### config.mk
export PLATFORM = sky130hd
export DESIGN_NAME = frame_replay_tx
export DESIGN_NICKNAME = d
export VERILOG_FILES = /design/src/rtl/frame_tx_pkg.sv /design/src/rtl/raster_counter.sv /design/src/rtl/frame_replay_tx.sv
export SDC_FILE = /design/constraint.sdc
export NUM_CORES = 1
export LEC_CHECK = 0
export ABC_CLOCK_PERIOD_IN_PS = 4000
export CAP_MARGIN = 30
export CORE_MARGIN = 2
export CORE_UTILIZATION = 54
export DETAILED_ROUTE_END_ITERATION = 8
export PLACE_DENSITY_LB_ADDON = 0.3
export RECOVER_POWER = 50
export SLEW_MARGIN = 10
export SYNTH_ARGS = -nofsm -noshare
export SYNTH_HDL_FRONTEND = slang
export SYNTH_SLANG_ARGS = --single-unit
### constraint.sdc
create_clock -name CLK -period 4 [get_ports CLK]
set_input_delay 0.6 -clock CLK [delete_from_list [all_inputs] [get_ports CLK]]
set_output_delay 0.6 -clock CLK [all_outputs]
set_load 0.02 [all_outputs]
### src/rtl/frame_tx_pkg.sv
// rtl/frame_tx_pkg.sv - shared types and default timing for the frame replay transmitter
package frame_tx_pkg;

    typedef enum logic [1:0] {
        ST_IDLE  = 2'd0,
        ST_PRIME = 2'd1,
        ST_RUN   = 2'd2
    } tx_state_t;

    localparam int DEF_H_ACTIVE = 640;
    localparam int DEF_H_TOTAL  = 800;
    localparam int DEF_V_ACTIVE = 480;
    localparam int DEF_V_TOTAL  = 525;
    localparam int PIX_W        = 10;
    localparam int CNT_W        = 10;

endpackage

### src/rtl/raster_counter.sv
// rtl/raster_counter.sv - slot divider and H/V raster counters producing the pixel clock
module raster_counter
    import frame_tx_pkg::*;
#(
    parameter int H_ACTIVE = DEF_H_ACTIVE,
    parameter int H_TOTAL  = DEF_H_TOTAL,
    parameter int V_ACTIVE = DEF_V_ACTIVE,
    parameter int V_TOTAL  = DEF_V_TOTAL,
    parameter int CLK_DIV  = 2
) (
    input  logic             i_clk,
    input  logic             i_rst_n,
    input  logic             i_en,
    output logic             o_pixclk,
    output logic             o_slot_end,
    output logic             o_frame_end,
    output logic             o_next_active,
    output logic [CNT_W-1:0] o_h,
    output logic [CNT_W-1:0] o_v
);

    localparam int DIV_W = (CLK_DIV > 1) ? $clog2(CLK_DIV) : 1;
    localparam int CW1   = CNT_W + 1;
    localparam logic [DIV_W-1:0] DIV_LAST = DIV_W'(CLK_DIV - 1);
    localparam logic [DIV_W-1:0] DIV_HALF = DIV_W'(CLK_DIV / 2);
    localparam logic [CNT_W-1:0] H_LAST   = CNT_W'(H_TOTAL - 1);
    localparam logic [CNT_W-1:0] V_LAST   = CNT_W'(V_TOTAL - 1);
    localparam logic [CW1-1:0]   H_ACT_W  = CW1'(H_ACTIVE);
    localparam logic [CW1-1:0]   V_ACT_W  = CW1'(V_ACTIVE);

    logic [DIV_W-1:0] r_div;
    logic [CNT_W-1:0] r_h;
    logic [CNT_W-1:0] r_v;
    logic             r_pixclk;

    logic             w_div_last;
    logic             w_h_last;
    logic             w_v_last;
    logic             w_line_end;
    logic [DIV_W-1:0] w_div_next;
    logic [CNT_W-1:0] w_h_next;
    logic [CNT_W-1:0] w_v_next;

    assign w_div_last = (r_div == DIV_LAST);
    assign w_h_last   = (r_h == H_LAST);
    assign w_v_last   = (r_v == V_LAST);
    assign w_div_next = w_div_last ? '0 : r_div + 1'b1;
    assign w_h_next   = w_h_last ? '0 : r_h + 1'b1;
    assign w_v_next   = w_h_last ? (w_v_last ? '0 : r_v + 1'b1) : r_v;

    assign o_slot_end    = i_en && w_div_last;
    assign w_line_end    = o_slot_end && w_h_last;
    assign o_frame_end   = w_line_end && w_v_last;
    // Active flag of the slot that begins after the current one ends
    assign o_next_active = ({1'b0, w_h_next} < H_ACT_W) && ({1'b0, w_v_next} < V_ACT_W);

    assign o_pixclk = r_pixclk;
    assign o_h      = r_h;
    assign o_v      = r_v;

    // Divider and counters advance only while running; a frame end wraps everything to zero
    always_ff @(posedge i_clk or negedge i_rst_n) begin
        if (!i_rst_n) begin
            r_div    <= '0;
            r_h      <= '0;
            r_v      <= '0;
            r_pixclk <= 1'b0;
        end else if (i_en) begin
            r_div    <= w_div_next;
            r_pixclk <= (w_div_next >= DIV_HALF);
            if (w_div_last) begin
                r_h <= w_h_next;
                r_v <= w_v_next;
            end
        end
    end

endmodule

### src/rtl/frame_replay_tx.sv
// rtl/frame_replay_tx.sv - replays a stored frame as a camera-style raster pixel stream
module frame_replay_tx
    import frame_tx_pkg::*;
#(
    parameter int H_ACTIVE = DEF_H_ACTIVE,
    parameter int H_TOTAL  = DEF_H_TOTAL,
    parameter int V_ACTIVE = DEF_V_ACTIVE,
    parameter int V_TOTAL  = DEF_V_TOTAL,
    parameter int CLK_DIV  = 2,
    parameter int ADDR_W   = 19
) (
    input  logic              CLK,
    input  logic              RESET,
    input  logic              start,
    input  logic              loop,
    input  logic              cansend,
    output logic [ADDR_W-1:0] pix_addr,
    input  logic [PIX_W-1:0]  pix_data,
    output logic              pixclk,
    output logic [CNT_W-1:0]  H_Cont,
    output logic [CNT_W-1:0]  V_Cont,
    output logic [PIX_W-1:0]  pixval,
    output logic              busy,
    output logic              frame_done
);

    localparam logic [ADDR_W-1:0] LAST_ADDR = ADDR_W'(H_ACTIVE * V_ACTIVE - 1);

    tx_state_t         r_state;
    logic [ADDR_W-1:0] r_addr;
    logic [PIX_W-1:0]  r_pixval;
    logic              r_busy;
    logic              r_done;

    logic w_slot_end;
    logic w_frame_end;
    logic w_next_active;

    // Address of the active pixel following a, wrapping to 0 after the last one
    function automatic logic [ADDR_W-1:0] f_next_addr(input logic [ADDR_W-1:0] a);
        return (a == LAST_ADDR) ? '0 : a + 1'b1;
    endfunction

    raster_counter #(
        .H_ACTIVE (H_ACTIVE),
        .H_TOTAL  (H_TOTAL),
        .V_ACTIVE (V_ACTIVE),
        .V_TOTAL  (V_TOTAL),
        .CLK_DIV  (CLK_DIV)
    ) u_raster (
        .i_clk         (CLK),
        .i_rst_n       (RESET),
        .i_en          (r_state == ST_RUN),
        .o_pixclk      (pixclk),
        .o_slot_end    (w_slot_end),
        .o_frame_end   (w_frame_end),
        .o_next_active (w_next_active),
        .o_h           (H_Cont),
        .o_v           (V_Cont)
    );

    assign pix_addr   = r_addr;
    assign pixval     = r_pixval;
    assign busy       = r_busy;
    assign frame_done = r_done;

    // Frame FSM: the store word fetched during a slot becomes pixval at the next slot boundary
    always_ff @(posedge CLK or negedge RESET) begin
        if (!RESET) begin
            r_state  <= ST_IDLE;
            r_addr   <= '0;
            r_pixval <= '0;
            r_busy   <= 1'b0;
            r_done   <= 1'b0;
        end else begin
            r_done <= 1'b0;
            case (r_state)
                ST_IDLE: begin
                    if (start && cansend) begin
                        r_state <= ST_PRIME;
                        r_busy  <= 1'b1;
                    end else begin
                        r_busy  <= 1'b0;
                    end
                end
                ST_PRIME: begin
                    // Address 0 has been presented since idle, so its word is already valid
                    r_state  <= ST_RUN;
                    r_pixval <= pix_data;
                    r_addr   <= f_next_addr(r_addr);
                end
                ST_RUN: begin
                    if (w_frame_end) begin
                        r_done <= 1'b1;
                    end
                    if (w_frame_end && !(loop && cansend)) begin
                        r_state  <= ST_IDLE;
                        r_pixval <= '0;
                    end else if (w_slot_end) begin
                        if (w_next_active) begin
                            r_pixval <= pix_data;
                            r_addr   <= f_next_addr(r_addr);
                        end else begin
                            r_pixval <= '0;
                        end
                    end
                end
                default: r_state <= ST_IDLE;
            endcase
        end
    end

endmodule

==> run_results.csv <==
group,metric,value,unit
placed_design,place_inst,417,
timing,finalCriticalPeriod,2.97,ns
clock_network,cts-hold-fix-buffers,0,
timing,rsz0062_at_grt,"no",
synthesis,synth_common_cells,"54 x dfrtp_1, 41 x nand2_1, 30 x o21ai_0, 17 x nor2_1, 13 x nand3_1",
clock_network,cts-root-buf,"clkbuf_8",
worst_setup_path,required,4.19,ns
timing,fin_skew,0.00797,ns
synthesis,synth_edf_count,0,
outcome,outcome,"finished with violations",
finish,design_area,3620,µm²
clock_network,post_cts_resized,0,
timing,timing.final.crit_share,0.743,
worst_setup_path,path_class,"flop to flop",
worst_hold_path,hold_path.class,"input pin to asynchronous set/reset pin",
synthesis,yosys.area.top_type,"dfrtp_1",
synthesis,synth.area.top_cells,"dfrtp_1 48%, nand2_1 5.4%, o21ai_0 5.3%",
synthesis,ys.warnings.count,0,
routing,wl_per_cell,15.9,µm
finish,nNetsFinal,374,
pwr,comb_power_share,0.380,
routing,firstDrtPassIters,5,
finish,utilization,0.714,
outcome,failed_checks,"max-capacitance violations, max-slew violations",
pwr,power_frac_seq,0.424,
timing,setup_tns,0,ns
worst_setup_path,slowest_delay,0.55,ns
clock_network,path_clk_slew,0.10,ns
placed_design,place_area,3520,µm²
floorplan,pin_count,67,
worst_setup_path,startpoint_type,"flop",
synthesis,synth_ff_type,"dfrtp_1",
finish,nFillCells,402,
grt,overflow,0,
timing,setup_violations,0,
clock_network,cts_tree,"yes",
worst_setup_path,path_max_fanout,11,
routing,wl,6790,µm
clock_network,postCtsSetupBuffers,0,
routing,drtIter0Drc,167,
floorplan,die_area,5830,µm²
routing,vias,2539,
synthesis,yosysMostFrequentCell,"dfrtp_1",
pwr,clockPowerShare,0.196,
clock_network,cts_buffer_depth,2,
timing,tightest_slew,1.78,ns
timing,slew-limit-headroom,-0.186,
finish,layout-drive-gt1-share,0.0478,
clock_network,insertion_delay,0.31,ns
routing,drc,0,
clock_network,numCtsBuffers,5,
pwr,power.switching,670,µW
floorplan,num_rows,26,
worst_setup_path,endpoint_kind,"flop",
grt,grt_pass1_wl,11700,µm
finish,synthToLayoutAreaGrowth,28.1,%
synthesis,synth-async-reset-ratio,1.00,
synthesis,syn_avg_cell_area,9.76,µm²
finish,stdcell_count,426,
worst_setup_path,path_cells,"ha_1 -> nor4b_4 -> nand3_1 -> or4_1 -> a32o_1 -> nand4_1 -> buf_4 -> nor3_1 -> xor2_1",
pwr,total_power,1.83,mW
pwr,ir_drop,384,µV
floorplan,core,5070,µm²
synthesis,syn-num-nets,309,
floorplan,initial_core_util,0.557,
grt,grt_pass1_vias,2400,
timing,hold_violations,0,
synthesis,synth_seq_cells,54,
routing,drtAntennaViolNets,0,
grt,grt_max_degree,35,
worst_setup_path,arrival,3.16,ns
worst_setup_path,rrSetupSlack,1.03,ns
timing,drv_slew,35,
grt,antenna_found_initial,0,
floorplan,die_y,76.4,µm
pwr,power.density,505,nW/µm²
clock_network,cts.sinks,54,
placed_design,io_buffers,66,
synthesis,yosysTopAreaCellShare,0.478,
worst_setup_path,slowest_stage,"or4_1",
timing,fmax,336,MHz
flow_run,max-cap-violations,1,
routing,via_per_inst,5.96,
pwr,internal_power,1.16,mW
finish,diodes,0,
synthesis,yosys.cell_types.count,53,
synthesis,syn_area,2830,µm²
grt,grt.total_usage,0.245,
synthesis,ys_seq_area_frac,0.478,
synthesis,synthCells,290,
pwr,netSwitchingFraction,0.366,
floorplan,die_x,76.4,µm
clock_network,h-tree-depth,2,
placed_design,gp_congestion,0.965,
pwr,power.leakage,1.47,nW
placed_design,dpl.hpwl,4890,µm
-- layer usage --
layer | share of wire | global-route usage | vias to the layer above
met3 | 0.050 | 0.0509 | 10
met2 | 0.48 | 0.389 | 86
met5 | 0 | 0 | -
li1 | - | - | 1206
met1 | 0.45 | 0.344 | 1237
met4 | 0.013 | 0.0636 | 0
-- state kept, by name (all words and copies together) (netlist names) --
signal,count
frame_done,1
r_state,2
u_raster.o_v,10
pix_addr,19
u_raster.r_div,1
u_raster.o_h,10
busy,1
pixval,10
-- area by class of cell --
| cell class | instances | area, µm² | area share |
|---|---|---|---|
| multi-input cells | 222 | 1390 | 0.385 |
| flip-flops and latches | 54 | 1350 | 0.373 |
| repair buffers | 69 | 671 | 0.185 |
| well taps | 70 | 87.6 | 0.0242 |
| clock buffers | 6 | 72.6 | 0.0200 |
| clock inverters | 2 | 37.5 | 0.0104 |
| inverters | 3 | 11.3 | 0.00311 |
-- worst paths after layout --
kind | end | start | cells past startpoint
min in group CLK | pixval[3] | pixval[3] | 1
worst max-delay path | pix_addr[6] | u_raster.o_h[0] | 9
worst min register to register | pixval[3] | pixval[3] | 1
max in group asynchronous | u_raster.o_v[7] | RESET | 2
worst min-delay path | pixval[5] | RESET | 1
worst max register to register | pix_addr[6] | u_raster.o_h[0] | 9
-- power by group through the flow --
stage	logic (mW)	registers [mW]	clock network (mW)
5_1_grt	0.753	0.796	0.389
4_1_cts	0.722	0.776	0.365
2_1_floorplan	0.306	0.897	0
3_3_place_gp	0.707	0.778	0
3_5_place_dp	0.718	0.788	0
6_report	0.696	0.776	0.358
-- cell families (layout without fill, tap and decap cells) --
logic type,Yosys count,count (layout),synth area share
simple gates,129,129,0.253
compound gates,74,74,0.177
flops,54,54,0.478
xor+xnor,14,14,0.0433
buf+inv,14,80,0.0279
fa+ha+maj,4,4,0.0177
mux,1,1,0.00354
-- stage by stage --
step                      hold WS, ns  setup WS [ns]
after global placement          0.476           1.19
final                           0.486           1.03
after CTS                       0.256           1.06
after global routing            0.523          0.719
after floorplan                 0.304           1.31
after detailed placement        0.491           1.09
-- layout by cell type, fill, tap and decap left out, drive strengths merged, types with 6 or more instances in the layout --
cell	synthesis	layout
dfrtp	54	54
o21ai	30	30
clkdlybuf4s50	0	51
nand2b	6	6
nand3	14	14
xnor2	10	10
o31ai	8	8
a22o	10	10
dlygate4sd3	0	14
clkbuf	5	8
and2	6	6
and3	9	9
nor2	17	17
nand4	9	9
nor3	6	6
nand2	41	41
-- critical path: cells and delay by family (launching register included) --
family | cells | cell delay [ns]
and+or+nand+nor | 5 | 1.49
DFF | 1 | 0.44
adders and majority gates | 1 | 0.28
AOI/OAI and AO/OA | 1 | 0.28
buffers and inverters | 1 | 0.24
xor gates and xnor gates | 1 | 0.14
Power figures use the tool's default switching activity.
